## src/rtl/cfg_commit_ctrl_if.sv

```systemverilog
// Configuration-commit bus: SPI byte writes and commit control in, active bank and status out.
interface cfg_commit_ctrl_if;
  logic        wr_stb;
  logic [2:0]  wr_addr;
  logic [7:0]  wr_data;
  logic        commit_req;
  logic        frame_sync;
  logic        abort;
  logic [63:0] active_cfg;
  logic [7:0]  dirty;
  logic        busy;
  logic        commit_ack;
  logic        wr_err;
  logic        timeout_err;

  modport master (
    output wr_stb, wr_addr, wr_data, commit_req, frame_sync, abort,
    input  active_cfg, dirty, busy, commit_ack, wr_err, timeout_err
  );

  modport slave (
    input  wr_stb, wr_addr, wr_data, commit_req, frame_sync, abort,
    output active_cfg, dirty, busy, commit_ack, wr_err, timeout_err
  );
endinterface

```

## src/rtl/cfg_commit_ctrl.sv

```systemverilog
// Shadow/active configuration bank with frame-synchronous commit.
// Define CFG_COMMIT_TIMEOUT_EN to bound the ARMED wait by TIMEOUT_CYC cycles.
module cfg_commit_ctrl #(
  parameter int unsigned TIMEOUT_CYC = 1000,
  parameter logic [63:0] RST_CFG     = 64'h0
) (
  input logic                    clk,
  input logic                    rst_n,
  cfg_commit_ctrl_if.slave       io_bus
);

  if (TIMEOUT_CYC < 2 || TIMEOUT_CYC > 65535) begin : g_param_check
    $error("TIMEOUT_CYC must be in 2..65535");
  end

  typedef enum logic [1:0] {StIdle, StArmed, StApply, StDone} state_e;

  state_e          r_state, w_state_nxt;
  logic [7:0][7:0] r_shadow, w_shadow_nxt;
  logic [7:0][7:0] r_active, w_active_nxt;
  logic [7:0]      r_dirty, w_dirty_nxt;
  logic            r_busy, r_ack, r_wr_err;
  logic            w_busy_nxt, w_ack_nxt, w_wr_err_nxt;

`ifdef CFG_COMMIT_TIMEOUT_EN
  localparam logic [15:0] WAIT_LAST = 16'(TIMEOUT_CYC - 1);
  logic [15:0] r_wait_cnt, w_wait_cnt_nxt;
  logic        r_timeout_err, w_timeout_err_nxt;
`endif

  always_comb begin
    w_state_nxt  = r_state;
    w_shadow_nxt = r_shadow;
    w_active_nxt = r_active;
    w_dirty_nxt  = r_dirty;
    // Writes are only legal in IDLE; anything else is flagged one cycle later.
    w_wr_err_nxt = io_bus.wr_stb && (r_state != StIdle);
`ifdef CFG_COMMIT_TIMEOUT_EN
    w_wait_cnt_nxt    = r_wait_cnt;
    w_timeout_err_nxt = r_timeout_err;
`endif

    unique case (r_state)
      StIdle: begin
        if (io_bus.wr_stb) begin
          w_shadow_nxt[io_bus.wr_addr] = io_bus.wr_data;
          w_dirty_nxt[io_bus.wr_addr]  = 1'b1;
        end
        if (io_bus.commit_req) begin
          w_state_nxt = StArmed;
`ifdef CFG_COMMIT_TIMEOUT_EN
          w_wait_cnt_nxt    = 16'd0;
          w_timeout_err_nxt = 1'b0;
`endif
        end
      end
      StArmed: begin
`ifdef CFG_COMMIT_TIMEOUT_EN
        w_wait_cnt_nxt = r_wait_cnt + 16'd1;
`endif
        if (io_bus.abort) begin
          w_state_nxt = StIdle;
        end else if (io_bus.frame_sync) begin
          w_state_nxt = StApply;
`ifdef CFG_COMMIT_TIMEOUT_EN
        end else if (r_wait_cnt == WAIT_LAST) begin
          w_state_nxt       = StIdle;
          w_timeout_err_nxt = 1'b1;
`endif
        end
      end
      StApply: begin
        for (int n = 0; n < 8; n++) begin
          if (r_dirty[n]) begin
            w_active_nxt[n] = r_shadow[n];
          end
        end
        w_dirty_nxt = '0;
        w_state_nxt = StDone;
      end
      StDone: begin
        w_state_nxt = StIdle;
      end
      default: begin
        w_state_nxt = StIdle;
      end
    endcase

    // Status outputs are registered decodes of the next state.
    w_busy_nxt = (w_state_nxt == StArmed) || (w_state_nxt == StApply);
    w_ack_nxt  = (w_state_nxt == StDone);
  end

  always_ff @(posedge clk or negedge rst_n) begin
    if (!rst_n) begin
      r_state  <= StIdle;
      r_shadow <= RST_CFG;
      r_active <= RST_CFG;
      r_dirty  <= '0;
      r_busy   <= 1'b0;
      r_ack    <= 1'b0;
      r_wr_err <= 1'b0;
    end else begin
      r_state  <= w_state_nxt;
      r_shadow <= w_shadow_nxt;
      r_active <= w_active_nxt;
      r_dirty  <= w_dirty_nxt;
      r_busy   <= w_busy_nxt;
      r_ack    <= w_ack_nxt;
      r_wr_err <= w_wr_err_nxt;
    end
  end

`ifdef CFG_COMMIT_TIMEOUT_EN
  always_ff @(posedge clk or negedge rst_n) begin
    if (!rst_n) begin
      r_wait_cnt    <= 16'd0;
      r_timeout_err <= 1'b0;
    end else begin
      r_wait_cnt    <= w_wait_cnt_nxt;
      r_timeout_err <= w_timeout_err_nxt;
    end
  end

  assign io_bus.timeout_err = r_timeout_err;
`else
  assign io_bus.timeout_err = 1'b0;
`endif

  assign io_bus.active_cfg = r_active;
  assign io_bus.dirty      = r_dirty;
  assign io_bus.busy       = r_busy;
  assign io_bus.commit_ack = r_ack;
  assign io_bus.wr_err     = r_wr_err;

endmodule
```

## src/flat_wrapper.sv

```systemverilog
// flat-port wrapper written by rule: the top's interface ports become plain ports
module cfg_commit_ctrl_flat 
#(
  parameter int unsigned TIMEOUT_CYC = 1000,
  parameter logic [63:0] RST_CFG     = 64'h0
)
  (clk, rst_n, io_bus_wr_stb, io_bus_wr_addr, io_bus_wr_data, io_bus_commit_req, io_bus_frame_sync, io_bus_abort, io_bus_active_cfg, io_bus_dirty, io_bus_busy, io_bus_commit_ack, io_bus_wr_err, io_bus_timeout_err);
  cfg_commit_ctrl_if io_bus_i ();
  input logic clk;
  input logic rst_n;
  input wire logic [$bits(io_bus_i.wr_stb)-1:0] io_bus_wr_stb;
  input wire logic [$bits(io_bus_i.wr_addr)-1:0] io_bus_wr_addr;
  input wire logic [$bits(io_bus_i.wr_data)-1:0] io_bus_wr_data;
  input wire logic [$bits(io_bus_i.commit_req)-1:0] io_bus_commit_req;
  input wire logic [$bits(io_bus_i.frame_sync)-1:0] io_bus_frame_sync;
  input wire logic [$bits(io_bus_i.abort)-1:0] io_bus_abort;
  output wire logic [$bits(io_bus_i.active_cfg)-1:0] io_bus_active_cfg;
  output wire logic [$bits(io_bus_i.dirty)-1:0] io_bus_dirty;
  output wire logic [$bits(io_bus_i.busy)-1:0] io_bus_busy;
  output wire logic [$bits(io_bus_i.commit_ack)-1:0] io_bus_commit_ack;
  output wire logic [$bits(io_bus_i.wr_err)-1:0] io_bus_wr_err;
  output wire logic [$bits(io_bus_i.timeout_err)-1:0] io_bus_timeout_err;
  assign io_bus_i.wr_stb = io_bus_wr_stb;
  assign io_bus_i.wr_addr = io_bus_wr_addr;
  assign io_bus_i.wr_data = io_bus_wr_data;
  assign io_bus_i.commit_req = io_bus_commit_req;
  assign io_bus_i.frame_sync = io_bus_frame_sync;
  assign io_bus_i.abort = io_bus_abort;
  assign io_bus_active_cfg = io_bus_i.active_cfg;
  assign io_bus_dirty = io_bus_i.dirty;
  assign io_bus_busy = io_bus_i.busy;
  assign io_bus_commit_ack = io_bus_i.commit_ack;
  assign io_bus_wr_err = io_bus_i.wr_err;
  assign io_bus_timeout_err = io_bus_i.timeout_err;
  cfg_commit_ctrl #(.TIMEOUT_CYC(TIMEOUT_CYC), .RST_CFG(RST_CFG)) u_core (.clk(clk), .rst_n(rst_n), .io_bus(io_bus_i));
endmodule
```

## config.mk

```make
export PLATFORM = sky130hd
export DESIGN_NAME = cfg_commit_ctrl_flat
export DESIGN_NICKNAME = d
export VERILOG_FILES = /design/src/rtl/cfg_commit_ctrl_if.sv /design/src/rtl/cfg_commit_ctrl.sv /design/src/flat_wrapper.sv
export SDC_FILE = /design/constraint.sdc
export NUM_CORES = 1
export LEC_CHECK = 0
export ABC_AREA = 1
export CAP_MARGIN = 15
export CORE_ASPECT_RATIO = 1.4
export CORE_MARGIN = 2
export CORE_UTILIZATION = 45
export DETAILED_ROUTE_END_ITERATION = 6
export PLACE_DENSITY = 0.71
export SYNTH_ARGS = -nofsm -noshare
export SYNTH_HDL_FRONTEND = slang
export SYNTH_SLANG_ARGS = --single-unit
```

## constraint.sdc

```tcl
create_clock -name clk -period 2 [get_ports clk]
set_clock_uncertainty 0.2 [all_clocks]
set_input_delay 0.2 -clock clk [delete_from_list [all_inputs] [get_ports clk]]
set_output_delay 0.2 -clock clk [all_outputs]
set_load 0.02 [all_outputs]
```

==> summary.txt <==
Global route
  • First-pass GRT wire length: 21,500 um
  • Initial antenna violation count: 0
  • Vias in the first global route: 4,233
  • Pin count of the biggest net entering global routing: 60
  • GRT Total Usage: 20.6%
  • Grt ovf: 0

Routing
  • Top layer in use: met4
  • DRC viols: 0
  • Routed metal-1 wirelength: 5340 um
  • DR WL met2: 6580 um
  • Drt pass-1 iters: 4
  • Met3 WL: 773 um
  • Routed WL: 12,800 um
  • Vias post-DR: 4,309
  • Vias per inst: 5.03
  • Final ANT Viol Nets: 0
  • WL/cell: 15.0 um
  • Iter 0 DRT Violations: 307

Worst setup path
  • WP buf/inv: 1
  • FF-to-FF path depth: 6
  • CP endpoint kind: output port
  • End of the worst register-to-register path: u_core.r_shadow[1]
  • R2r startpoint: u_core.r_state[0]
  • Top delay family on crit path: buffers and inverters
  • CP max stage delay: 0.64 ns
  • CP arrival: 1.50 ns
  • CP Max Fanout: 11
  • Critical path type: flip-flop to output port
  • Slowest CP cell: clkdlybuf4s50_1
  • Setup slack, reg-to-reg: 0.27 ns
  • Cell-by-cell trace of the critical path: clkdlybuf4s50_1
  • Critical path launch point type: flip-flop
  • CP Data Required Time: 1.60 ns

Clock network
  • CTS tree: done
  • Post-CTS setup buffers: 0
  • Sink Count: 141
  • TritonCTS Buffers: 17
  • Clock transition at path regs: 0.06 ns
  • Clock Tree Buf Depth: 2
  • Total number of H-tree levels: 4
  • Clk Latency, worst-skew pair: 0.41 ns
  • CTS Root Cell: clkbuf_16

Die
  • Core ar.: 12,300 sq um
  • IO Count: 93
  • Die Footprint: 13,400 sq um
  • Die width: 98.3 um
  • Initial Util: 45.7%
  • Row count: 48
  • Die Ht: 136 um

Synthesis
  • Post-synth cell types: 18
  • Syn Area/Cell: 9.35 sq um
  • Area of the mapped netlist: 5600 sq um
  • Sequential-to-total area share from yosys stat: 63.0%
  • Synth warnings: 0
  • Yosys reg bits: 141
  • Synth Instances: 599
  • Syn_nets: 616

STA
  • Final Max Slew Viols: 0
  • Tcrit/Tclk final: 95.2%
  • RSZ-0062 raised after global routing: no
  • Relative slew slack: 63.4%
  • F_max: 525 MHz
  • Final worst slack: 0.0956 ns
  • Final-report setup violation count: 0
  • Worst-margin pin slew: 0.547 ns
  • Fin. Hold Viols: 0
  • Setup TNS: 0 ns
  • Final min period: 1.90 ns

Placement
  • Place WS: 0.0878 ns
  • Number of buffers added on ports: 91
  • Detailed Place HPWL: 8700 um
  • Routability cong.: 0.819

Flow run
  • Max-capacitance violation count: 0

Outcome
  • Outcome: finished clean

Layout
  • Nets: 712
  • Antenna fix cells: 0
  • Multi-input logic area: 1760 sq um
  • Filler cells: 1,076
  • Reg area: 3530 sq um
  • Ratio of cells with drive above 1 in the final layout: 10.0%
  • Highest-count cells in the layout ignoring fill and taps: nand2_1 (227), dfrtp_1 (137), clkdlybuf4s50_1 (89)
  • Most common cell after layout, fill and taps aside: nand2_1
  • Core Util, Final: 59.8%
  • Synth-to-layout area growth: 30.8%

Power
  • Pwr dens: 1680 nW/um^2
  • Maximum vdd drop: 0.783 mV
  • Static Leakage: 3.63 nW

Min path
  • Hold Crit Class: input port to async pin
## layer usage
| layer | track usage [%] | vias to the layer above |
|---|---|---|
| met4 | 6.32 | 0 |
| li1 | - | 2104 |
| met2 | 33.6 | 110 |
| met5 | 0 | - |
| met3 | 6.63 | 10 |
| met1 | 26.4 | 2085 |
## state kept, by name, indices dropped and copies added, names as in the netlist
register                  cells
u_core.io_bus.wr_err          1
u_core.io_bus.commit_ack      1
u_core.io_bus.active_cfg     64
u_core.r_shadow              64
u_core.r_state                2
u_core.io_bus.busy            1
u_core.io_bus.dirty           8
## final cells by class
| class | instances | area share [%] |
|---|---|---|
| tap | 150 | 2.56 |
| inverter | 32 | 1.67 |
| clock inverter | 10 | 2.22 |
| clock buffer | 21 | 6.42 |
| sequential | 141 | 48.2 |
| multi-input combinational | 392 | 24.0 |
| timing repair buffer | 111 | 14.9 |
## worst max-delay path by stage
stage                                to                    from  slack [ns]  cells after the start
floorplan           u_core.r_shadow[10]       u_core.r_state[0]        0.62                      6
finish                  io_bus_dirty[1]  u_core.io_bus.dirty[1]         0.1                      1
global placement    u_core.r_shadow[14]       io_bus_wr_addr[1]         0.1                      6
detailed placement  u_core.r_shadow[37]       io_bus_wr_addr[0]        0.09                      6
global route            io_bus_dirty[1]  u_core.io_bus.dirty[1]        0.03                      1
CTS                     io_bus_dirty[6]  u_core.io_bus.dirty[6]        0.06                      1
## cells by family (layout without fill, tap and decap cells)
| logic type | after synthesis | count (layout) | synth area share (%) |
|---|---|---|---|
| AO/OA/AOI/OAI | 60 | 60 | 5.40 |
| buffers and inverters | 66 | 174 | 5.76 |
| flip-flops | 141 | 141 | 63.0 |
| other | 1 | 1 | 0.0669 |
| AND/OR/NAND/NOR | 331 | 331 | 25.8 |
## power by group
part / switching [mW] / internal [mW]
Sequential: 0.783 / 4.15
Clock: 1.15 / 2.18
Combinational: 2.32 / 1.75
Total: 4.25 / 8.09
## synth_stat cells (all sizes together)
cell	n	area [sq um]
conb	1	3.75
o21ai	59	295
dfrtp	141	3530
clkbuf	12	45.0
nand3	84	420
nand2	233	890
o21bai	1	7.51
inv	32	123
buf	22	155
nor3	3	48.8
nor2	10	67.6
nor3b	1	18.8
## worst reg2reg max path, stage by stage, from the launching register on
cell and delay [ns]:
dfrtp_1 0.48, nor2_2 0.17, nand2_2 0.09, inv_4 0.29, nand2_2 0.22, nand2_1 0.11, nand2_1 0.05
## per-stage QoR
step                      hold slack [ns]  cells  area, sq um  total power, mW
after detailed placement           -0.115    825         6680             9.06
after global routing               0.0274    857         7330             13.1
after CTS                          0.0129    857         7320             12.5
after floorplan                    -0.296    599         5600             7.09
final                              0.0196    857         7330             12.3
after global placement             -0.120    825         6680             8.92
## what timing repair did
action	CTS	global route
hold endpoints to repair	141	0
hold buffers	1	0
setup endpoints to repair	4	1
resized for setup	4	1
Note: power is estimated with default switching activity, not from simulation.
